===== src/rtl/tx_frame_scheduler_if.sv =====
// Queue-side and engine-side handshake bundle for tx_frame_scheduler.
// The master modport is the scheduler; the slave modport is its environment.
interface tx_frame_scheduler_if #(
    parameter int NQ    = 4,
    parameter int QW    = 2,
    parameter int LEN_W = 10
);
    logic [NQ-1:0]       q_req;
    logic [NQ*LEN_W-1:0] q_len_qw;
    logic [NQ-1:0]       q_grant;
    logic [NQ-1:0]       q_done;
    logic                eng_start;
    logic [QW-1:0]       eng_qsel;
    logic [LEN_W-1:0]    eng_len_qw;
    logic                eng_ack;
    logic                eng_done;
    logic                eng_abort;

    modport master (
        input  q_req, q_len_qw, eng_ack, eng_done,
        output q_grant, q_done, eng_start, eng_qsel, eng_len_qw, eng_abort
    );

    modport slave (
        output q_req, q_len_qw, eng_ack, eng_done,
        input  q_grant, q_done, eng_start, eng_qsel, eng_len_qw, eng_abort
    );
endinterface


===== src/rtl/tx_frame_scheduler.sv =====
// Frame-granularity round-robin arbiter sharing one tx MAC engine among NQ queues,
// with a completion watchdog. Define TX_SCHED_IFG_EN to insert IFG_CYCLES idle cycles between frames.
//
// state | meaning
// IDLE  | arbitrate among eligible queues when enabled
// ISSUE | eng_start held with latched qsel/len until eng_ack
// WAIT  | frame in flight; watchdog counting down to abort
// GAP   | inter-frame idle cycles (TX_SCHED_IFG_EN builds only)
module tx_frame_scheduler #(
    parameter int NQ         = 4,
    parameter int QW         = 2,
    parameter int LEN_W      = 10,
    parameter int TIMEOUT    = 4096,
    parameter int IFG_CYCLES = 2
) (
    input  logic                 clk,
    input  logic                 reset,
    input  logic                 enable,
    tx_frame_scheduler_if.master bus,
    output logic                 timeout_err,
    output logic [31:0]          frames_sent
);

    if (NQ < 2 || NQ > 8 || QW != $clog2(NQ) || TIMEOUT < 1 || TIMEOUT > 65535 ||
        IFG_CYCLES < 1 || IFG_CYCLES > 255) begin : g_param_err
        $error("tx_frame_scheduler: illegal parameter combination");
    end

    localparam logic [15:0]    WD_LOAD = 16'(TIMEOUT - 1);
    localparam logic [NQ-1:0]  ONE_HOT = NQ'(1);

`ifdef TX_SCHED_IFG_EN
    typedef enum logic [1:0] {S_IDLE, S_ISSUE, S_WAIT, S_GAP} state_t;
    logic [7:0] gap_left;
`else
    typedef enum logic [1:0] {S_IDLE, S_ISSUE, S_WAIT} state_t;
`endif

    state_t            state;
    logic [QW-1:0]     last_sel;
    logic [15:0]       wd_left;

    logic [LEN_W-1:0]  len_arr [NQ];
    logic [NQ-1:0]     elig;
    logic              found;
    logic [QW-1:0]     pick;
    logic [QW-1:0]     cand;

    // Rotating priority scan starting just after the last served queue.
    always_comb begin
        found = 1'b0;
        pick  = last_sel;
        cand  = '0;
        for (int i = 0; i < NQ; i++) begin
            len_arr[i] = bus.q_len_qw[i*LEN_W +: LEN_W];
            elig[i]    = bus.q_req[i] && (len_arr[i] != '0);
        end
        for (int k = 1; k <= NQ; k++) begin
            cand = QW'((int'(last_sel) + k) % NQ);
            if (!found && elig[cand]) begin
                found = 1'b1;
                pick  = cand;
            end
        end
    end

    always_ff @(posedge clk) begin
        if (reset) begin
            state          <= S_IDLE;
            last_sel       <= QW'(NQ - 1);
            wd_left        <= '0;
            bus.q_grant    <= '0;
            bus.q_done     <= '0;
            bus.eng_start  <= 1'b0;
            bus.eng_qsel   <= '0;
            bus.eng_len_qw <= '0;
            bus.eng_abort  <= 1'b0;
            timeout_err    <= 1'b0;
            frames_sent    <= '0;
`ifdef TX_SCHED_IFG_EN
            gap_left       <= '0;
`endif
        end else begin
            bus.q_done    <= '0;
            bus.eng_abort <= 1'b0;
            case (state)
                S_IDLE: begin
                    if (enable && found) begin
                        bus.q_grant    <= ONE_HOT << pick;
                        bus.eng_qsel   <= pick;
                        bus.eng_len_qw <= len_arr[pick];
                        bus.eng_start  <= 1'b1;
                        state          <= S_ISSUE;
                    end
                end
                S_ISSUE: begin
                    if (bus.eng_ack) begin
                        bus.eng_start <= 1'b0;
                        wd_left       <= WD_LOAD;
                        state         <= S_WAIT;
                    end
                end
                S_WAIT: begin
                    // Completion takes precedence over a simultaneous watchdog expiry.
                    if (bus.eng_done) begin
                        bus.q_done  <= bus.q_grant;
                        bus.q_grant <= '0;
                        frames_sent <= frames_sent + 32'd1;
                        last_sel    <= bus.eng_qsel;
`ifdef TX_SCHED_IFG_EN
                        gap_left    <= 8'(IFG_CYCLES - 1);
                        state       <= S_GAP;
`else
                        state       <= S_IDLE;
`endif
                    end else if (wd_left <= 16'd1) begin
                        bus.eng_abort <= 1'b1;
                        timeout_err   <= 1'b1;
                        bus.q_grant   <= '0;
                        last_sel      <= bus.eng_qsel;
`ifdef TX_SCHED_IFG_EN
                        gap_left      <= 8'(IFG_CYCLES - 1);
                        state         <= S_GAP;
`else
                        state         <= S_IDLE;
`endif
                    end else begin
                        wd_left <= wd_left - 16'd1;
                    end
                end
`ifdef TX_SCHED_IFG_EN
                S_GAP: begin
                    if (gap_left == '0) state <= S_IDLE;
                    else                gap_left <= gap_left - 8'd1;
                end
`endif
                default: state <= S_IDLE;
            endcase
        end
    end

endmodule


===== src/flat_wrapper.sv =====
// flat-port wrapper written by rule: the top's interface ports become plain ports
module tx_frame_scheduler_flat 
#(
    parameter int NQ         = 4,
    parameter int QW         = 2,
    parameter int LEN_W      = 10,
    parameter int TIMEOUT    = 4096,
    parameter int IFG_CYCLES = 2
)
  (clk, reset, enable, timeout_err, frames_sent, bus_q_req, bus_q_len_qw, bus_eng_ack, bus_eng_done, bus_q_grant, bus_q_done, bus_eng_start, bus_eng_qsel, bus_eng_len_qw, bus_eng_abort);
  tx_frame_scheduler_if #(.NQ(NQ), .QW(QW), .LEN_W(LEN_W)) bus_i ();
  input  logic clk;
  input  logic reset;
  input  logic enable;
  output logic timeout_err;
  output logic [31:0] frames_sent;
  input wire logic [$bits(bus_i.q_req)-1:0] bus_q_req;
  input wire logic [$bits(bus_i.q_len_qw)-1:0] bus_q_len_qw;
  input wire logic [$bits(bus_i.eng_ack)-1:0] bus_eng_ack;
  input wire logic [$bits(bus_i.eng_done)-1:0] bus_eng_done;
  output wire logic [$bits(bus_i.q_grant)-1:0] bus_q_grant;
  output wire logic [$bits(bus_i.q_done)-1:0] bus_q_done;
  output wire logic [$bits(bus_i.eng_start)-1:0] bus_eng_start;
  output wire logic [$bits(bus_i.eng_qsel)-1:0] bus_eng_qsel;
  output wire logic [$bits(bus_i.eng_len_qw)-1:0] bus_eng_len_qw;
  output wire logic [$bits(bus_i.eng_abort)-1:0] bus_eng_abort;
  assign bus_i.q_req = bus_q_req;
  assign bus_i.q_len_qw = bus_q_len_qw;
  assign bus_i.eng_ack = bus_eng_ack;
  assign bus_i.eng_done = bus_eng_done;
  assign bus_q_grant = bus_i.q_grant;
  assign bus_q_done = bus_i.q_done;
  assign bus_eng_start = bus_i.eng_start;
  assign bus_eng_qsel = bus_i.eng_qsel;
  assign bus_eng_len_qw = bus_i.eng_len_qw;
  assign bus_eng_abort = bus_i.eng_abort;
  tx_frame_scheduler #(.NQ(NQ), .QW(QW), .LEN_W(LEN_W), .TIMEOUT(TIMEOUT), .IFG_CYCLES(IFG_CYCLES)) u_core (.clk(clk), .reset(reset), .enable(enable), .bus(bus_i), .timeout_err(timeout_err), .frames_sent(frames_sent));
endmodule

===== config.mk =====
export PLATFORM = sky130hd
export DESIGN_NAME = tx_frame_scheduler_flat
export DESIGN_NICKNAME = d
export VERILOG_FILES = /design/src/rtl/tx_frame_scheduler_if.sv /design/src/rtl/tx_frame_scheduler.sv /design/src/flat_wrapper.sv
export SDC_FILE = /design/constraint.sdc
export NUM_CORES = 1
export LEC_CHECK = 0
export CORE_AREA = 4 4 116 85
export CTS_CLUSTER_SIZE = 40
export DETAILED_ROUTE_END_ITERATION = 12
export DIE_AREA = 0 0 120 89
export PLACE_DENSITY = 0.76
export SYNTH_ARGS = -nofsm -noshare
export SYNTH_HDL_FRONTEND = slang
export SYNTH_SLANG_ARGS = --single-unit

===== constraint.sdc =====
create_clock -name clk -period 2.5 [get_ports clk]
set_input_delay 0.375 -clock clk [delete_from_list [all_inputs] [get_ports clk]]
set_output_delay 0.375 -clock clk [all_outputs]
set_load 0.005 [all_outputs]

## Word-level counts from Yosys, hierarchy flattened

Cells that the tools add are included.

| cells by class | value |
|---|---|
| equal/unequal tests | 7 |
| reduce and logical (&&, ||, !) cells | 30 |
| add/sub/neg operators | 6 |
| bitwise operators | 3 |
| multiplexer cells | 38 |
| $lt $le $gt $ge | 6 |
| shift-type cells | 1 |

Operators by type and width:

| kind | number |
|---|---|
| 2-to-1 mux 16 bit | 3 |
| nonzero test 10 bit | 4 |
| adder 32 x 1 -> 32 bit (second input constant) | 1 |
| one-hot mux 16 bit (2 select lines) | 1 |
| binary-select mux 10 bit (select 2 bit) | 1 |
| 2-to-1 mux 10 bit | 2 |
| 2-to-1 mux 2 bit | 10 |
| less-or-equal comparator 16 x 1 -> 1 bit (second input constant) | 1 |
| subtractor 16 x 1 -> 16 bit (second input constant) | 1 |
| less-than comparator 2 x 3 -> 1 bit (second input constant) | 4 |
| 2-to-1 mux 4 bit | 3 |
| AND reduction 3 bit | 4 |
| 2-to-1 mux 1 bit | 11 |
| binary-select mux 1 bit (select 2 bit) | 4 |
| logical AND 1 bit | 8 |
| one-hot mux 4 bit (2 select lines) | 1 |
| nonzero test 2 bit | 4 |
| inequality test 2 bit (second input constant) | 3 |
| one-hot mux 2 bit (3 select lines) | 1 |
| AND reduction 2 bit | 3 |
| OR reduction 3 bit | 2 |
| adder 2 x 1 -> 2 bit (second input constant) | 2 |
| adder 2 bit (second input constant) | 2 |
| AND reduction 4 bit | 1 |
| other kinds (11) | 14 |

| word-level totals | value |
|---|---|
| logic and storage cells | 102 |
| input port bits | 49 |
| register bits after elaboration | 75 |

## Longest topological paths before layout

| depth | value |
|---|---|
| depth after elaboration | 18 |
| gate-level depth with buffers | 9 |

## Worst setup path after synthesis

OpenSTA, ideal clock, no wires.

| timing path | value |
|---|---|
| kind | in2reg |
| start point | input port bus_q_len_qw[17] |
| end point | register u_core.bus.eng_len_qw[2] |
| arrival time | 2.351 ns |
| setup time | 0.128 ns |
| slack | 0.021 ns |
| stages | 7 |
| cell sequence | or4_4 -> o41a_1 -> o22a_1 -> mux2i_4 -> buf_6 -> mux2i_1 -> o221ai_2 |

| between the ends | value |
|---|---|
| word-level cells in the longest chain between the ends | 18 |
| elaborated cells between the ends (all ways) | 30 |
| those cells by class | 19 x mux; 1 x bitwise; 10 x reduce/logical |

RTL lines:

| element | RTL line | source |
|---|---|---|
| start, declared | flat_wrapper.sv:18 | `input wire logic [$bits(bus_i.q_len_qw)-1:0] bus_q_len_qw;` |
| nonzero test 10 bit (*) | tx_frame_scheduler.sv:56 | `elig[i] = bus.q_req[i] && (len_arr[i] != '0);` |
| logical AND 1 bit (*) | tx_frame_scheduler.sv:56 |  |
| binary-select mux 1 bit (select 2 bit) | tx_frame_scheduler.sv:60 | `if (!found && elig[cand]) begin` |
| 2-to-1 mux 1 bit (implied by the code) | tx_frame_scheduler.sv:60 |  |
| 2-to-1 mux 1 bit | tx_frame_scheduler.sv:60 |  |
| logical NOT 1 bit | tx_frame_scheduler.sv:60 |  |
| logical AND 1 bit | tx_frame_scheduler.sv:60 |  |
| 2-to-1 mux 1 bit | tx_frame_scheduler.sv:60 |  |
| logical NOT 1 bit | tx_frame_scheduler.sv:60 |  |
| logical AND 1 bit | tx_frame_scheduler.sv:60 |  |
| 2-to-1 mux 1 bit | tx_frame_scheduler.sv:60 |  |
| logical NOT 1 bit | tx_frame_scheduler.sv:60 |  |
| logical AND 1 bit | tx_frame_scheduler.sv:60 |  |
| 2-to-1 mux 2 bit | tx_frame_scheduler.sv:60 |  |
| inverter 2 -> 3 bit (implied by the code) | tx_frame_scheduler.sv:91 | `bus.eng_len_qw <= len_arr[pick];` |
| binary-select mux 10 bit (select 2 bit) | tx_frame_scheduler.sv:91 |  |
| 2-to-1 mux 10 bit (implied by the code) (2 in a row) | tx_frame_scheduler.sv:91 |  |
| end signal, assigned | tx_frame_scheduler.sv:91 |  |
| end, declared | tx_frame_scheduler_if.sv:21 | `output q_grant, q_done, eng_start, eng_qsel, eng_len_qw, eng_abort` |

Mark *: on every way between the ends. The rest lies on a longest branch, timed or not. The select of a mux whose other input is x is not followed.
A chain may end at the register's enable or synchronous reset.

## Final worst setup path

| timing path | value |
|---|---|
| start point | input port bus_q_len_qw[11] |
| end point | register u_core.bus.eng_len_qw[2] |

Same word-level chain as after synthesis.

==> results <==
## Yosys cell counts, drive strengths merged (2+ instances only)
library cell   n
xor2          21
o22ai          2
a21oi         18
nor4          13
nor3b          2
nand2         24
ha             3
mux2i         22
dfxtp         75
clkbuf         9
inv            9
a31oi          4
nor2          42
and3           4
nor3           6
or2            4
o221ai        10
or4            9
nand3         28
a311oi         3
o41a           2
and2           6
o2bb2ai        2
a211oi         2
o31ai          2
buf            7
o41ai          4
nor2b          3
nor4b          2
nand4          7
and4           3
o2111ai        5
o211ai         2
a2bb2o         2
or3            6
nand2b         3
o21ai          9
xnor2         12
## timing repair
action	in CTS	in global routing
hold endpoints to repair	0	0
buffers inserted	2	5
cloned	1	0
endpoints found under the setup margin	15	22
gates resized for setup	51	24
pin swaps	19	17
## cell usage in the layout, fill, tap and decap left out, types with 6 or more instances in the layout
master                            instances
sky130_fd_sc_hd__clkdlybuf4s50_1         86
sky130_fd_sc_hd__dfxtp_1                 73
sky130_fd_sc_hd__nor2_1                  41
sky130_fd_sc_hd__buf_4                   41
sky130_fd_sc_hd__nand3_1                 28
sky130_fd_sc_hd__nand2_1                 23
sky130_fd_sc_hd__xor2_1                  21
sky130_fd_sc_hd__a21oi_1                 17
sky130_fd_sc_hd__xnor2_1                 12
sky130_fd_sc_hd__mux2i_1                 11
sky130_fd_sc_hd__nor4_1                  10
sky130_fd_sc_hd__o221ai_2                10
sky130_fd_sc_hd__inv_1                    9
sky130_fd_sc_hd__o21ai_0                  9
sky130_fd_sc_hd__clkbuf_16                9
sky130_fd_sc_hd__nand4_1                  7
sky130_fd_sc_hd__mux2i_4                  6
sky130_fd_sc_hd__nor3_1                   6
sky130_fd_sc_hd__and2_1                   6
sky130_fd_sc_hd__or3_1                    6
sky130_fd_sc_hd__buf_6                    6
## layer usage
layer / part of all wire (%) / track usage (%) / vias up
met1: 45 / 28.3 / 1816
met2: 47 / 35.0 / 141
met3: 5.4 / 5.12 / 28
met5: 0 / 0 / -
met4: 2.4 / 8.32 / 0
li1: - / - / 1761
## state kept, by name (all words and copies together), names as in the netlist
register               flops
u_core.bus.eng_abort       1
u_core.bus.eng_len_qw     10
u_core.bus.eng_qsel        2
u_core.bus.eng_start       1
u_core.bus.q_done          4
u_core.bus.q_grant         4
u_core.frames_sent        32
u_core.last_sel            2
u_core.state               2
u_core.timeout_err         1
u_core.wd_left            16
## logic make-up after synthesis
| family | after synthesis | share of synthesized area [%] |
|---|---|---|
| AND/OR/NAND/NOR | 165 | 23.7 |
| flip-flops | 75 | 40.6 |
| AO/OA/AOI/OAI | 70 | 16.6 |
| XOR/XNOR | 33 | 7.82 |
| buffers and inverters | 26 | 3.59 |
| multiplexers | 23 | 6.60 |
| adder cells (fa/ha/maj) | 3 | 1.02 |
## path summary, 6_finish.rpt
check	end	start	slack [ps]	cells after the start
max	u_core.bus.eng_len_qw[2]	bus_q_len_qw[11]	40	8
min	u_core.bus.eng_len_qw[8]	bus_q_len_qw[18]	370	3
max reg2reg	u_core.wd_left[2]	u_core.wd_left[11]	90	8
min reg2reg	u_core.timeout_err	u_core.timeout_err	470	1
## where the power goes
part / leakage (nW) / total, mW / switching, mW / internal, mW
clock network: 0.160 / 1.43 / 0.540 / 0.893
registers: 0.610 / 1.30 / 0.0484 / 1.25
logic: 1.34 / 0.595 / 0.278 / 0.317
total: 2.10 / 3.32 / 0.867 / 2.46
## critical path, cell delays in order
cell and delay (ps):
sky130_fd_sc_hd__clkdlybuf4s15_2 200, sky130_fd_sc_hd__or4_4 570, sky130_fd_sc_hd__o41a_1 350, sky130_fd_sc_hd__o22a_1 240
sky130_fd_sc_hd__mux2i_4 350, sky130_fd_sc_hd__buf_12 180, sky130_fd_sc_hd__mux2i_4 280, sky130_fd_sc_hd__o221ai_2 130
## final cells by class
cell class	instances	area, µm²
timing repair buffer	153	1440
clock inverter	7	108
multi-input combinational	294	2270
tap	124	155
inverter	10	37.5
clock buffer	9	225
fill	671	3080
sequential	75	1500
## metrics by stage
step	hold slack, ps	std cells	total power [mW]	setup slack (ps)
after detailed placement	461	649	1.83	-645
after floorplan	451	395	1.57	21.1
after CTS	474	668	3.30	3.58
final	368	672	3.32	35.1
after global placement	458	649	1.82	-499
after global routing	386	672	3.44	5.23
==> metrics.yaml <==
num_rows: 29
grt.total_usage_pct: 21.6
cts_clock_pin_slew_for_the_worst_setup_and_hold_paths_ps: 60
status: "complete, no violations"
die_w_um: 120
routed-via-count: 3746
path_class: "input pin to flop"
dr_iter_0_viols: 246
avgViaCountPerCell: 5.57
clkLatencyLatePin_ps: 340
clock_tree_from_tritoncts: "yes"
synth_sequential_area_ratio_pct: 40.6
finalSetupViolCount: 0
pin_count: 104
max_clock_skew_ps: 7.30
max-slew-margin-rel_pct: 57.8
synth_area_mm2: 0.00369
synth_enable_flop_cells: 0
dpl_cell_area_mm2: 0.00512
design_area_mm2: 0.00574
mapped_cells: 395
postSynthRegisterBits: 75
async_flop_share_pct: 0
worst_slew_pin_slew_ps: 630
synth.net_count: 447
floorplan.initialDensity_pct: 41.9
p_per_area_mw_per_mm2: 579
layout-drive-gt1-share_pct: 22.6
synth_largest_type_area_fraction_pct: 40.6
drt_pre_antenna_iters: 5
final_min_period_over_clock_period_pct: 98.6
syn_to_final_growth_pct: 55.3
first_global_vias: 3634
postCtsHoldBufs: 0
timing.critical_path.from_type: "input pin"
antennaDiodeCount: 0
drv_slew: 0
detail_route.drc_violations: 0
number_of_buffers_created_by_cts: 9
syn_area_per_cell_um2: 9.35
cp-end-kind: "flop"
synth_cell_types: 56
fin_crit_ps: 2460
drt.antenna.violating_nets: 0
critPathRequiredTime_ps: 2710
cts_root_buffer: "sky130_fd_sc_hd__clkbuf_16"
final_hold_violations: 0
io_buffers: 103
fin_tns_setup_ps: 0
grt_setup_unrepaired: "no"
routabilityCongestion: 0.898
synth_flop_cell: "sky130_fd_sc_hd__dfxtp_1"
timing.hold.worst.class: "input pin to flop"
placeableCoreArea_mm2: 0.00882
num-nets-final: 595
drt-total-wl_um: 12000
max_freq_mhz: 406
yosys_warnings: 0
synth_area_leaders: "sky130_fd_sc_hd__dfxtp_1 41%, sky130_fd_sc_hd__mux2i_1 5.7%, sky130_fd_sc_hd__xor2_1 5.0%, sky130_fd_sc_hd__nor2_1 4.3%, sky130_fd_sc_hd__o221ai_2 4.1%"
cp.arrival_ps: 2680
synthDominantAreaCellType: "sky130_fd_sc_hd__dfxtp_1"
clockBufferDepth: 2
dp.final_hpwl_um: 8350
globalRouteOverflowTotal: 0
vdd.ir_drop.worst_mv: 0.408
leakage_power_nw: 2.10
die_height_um: 89
final_core_util_pct: 65.1
maxCapViolCount: 0
worst-path-max-fanout: 6
number_of_antenna_violations_at_the_first_check_in_global_routing: 0
detail_route.wl_per_cell_um: 17.8
cts.htree.levels: 3
grt_pass1_wl_um: 18100
grt_start_max_net_pins: 29
die_ar_mm2: 0.0107
cts.sinks: 75
Note: power is estimated with default switching activity, not from simulation.
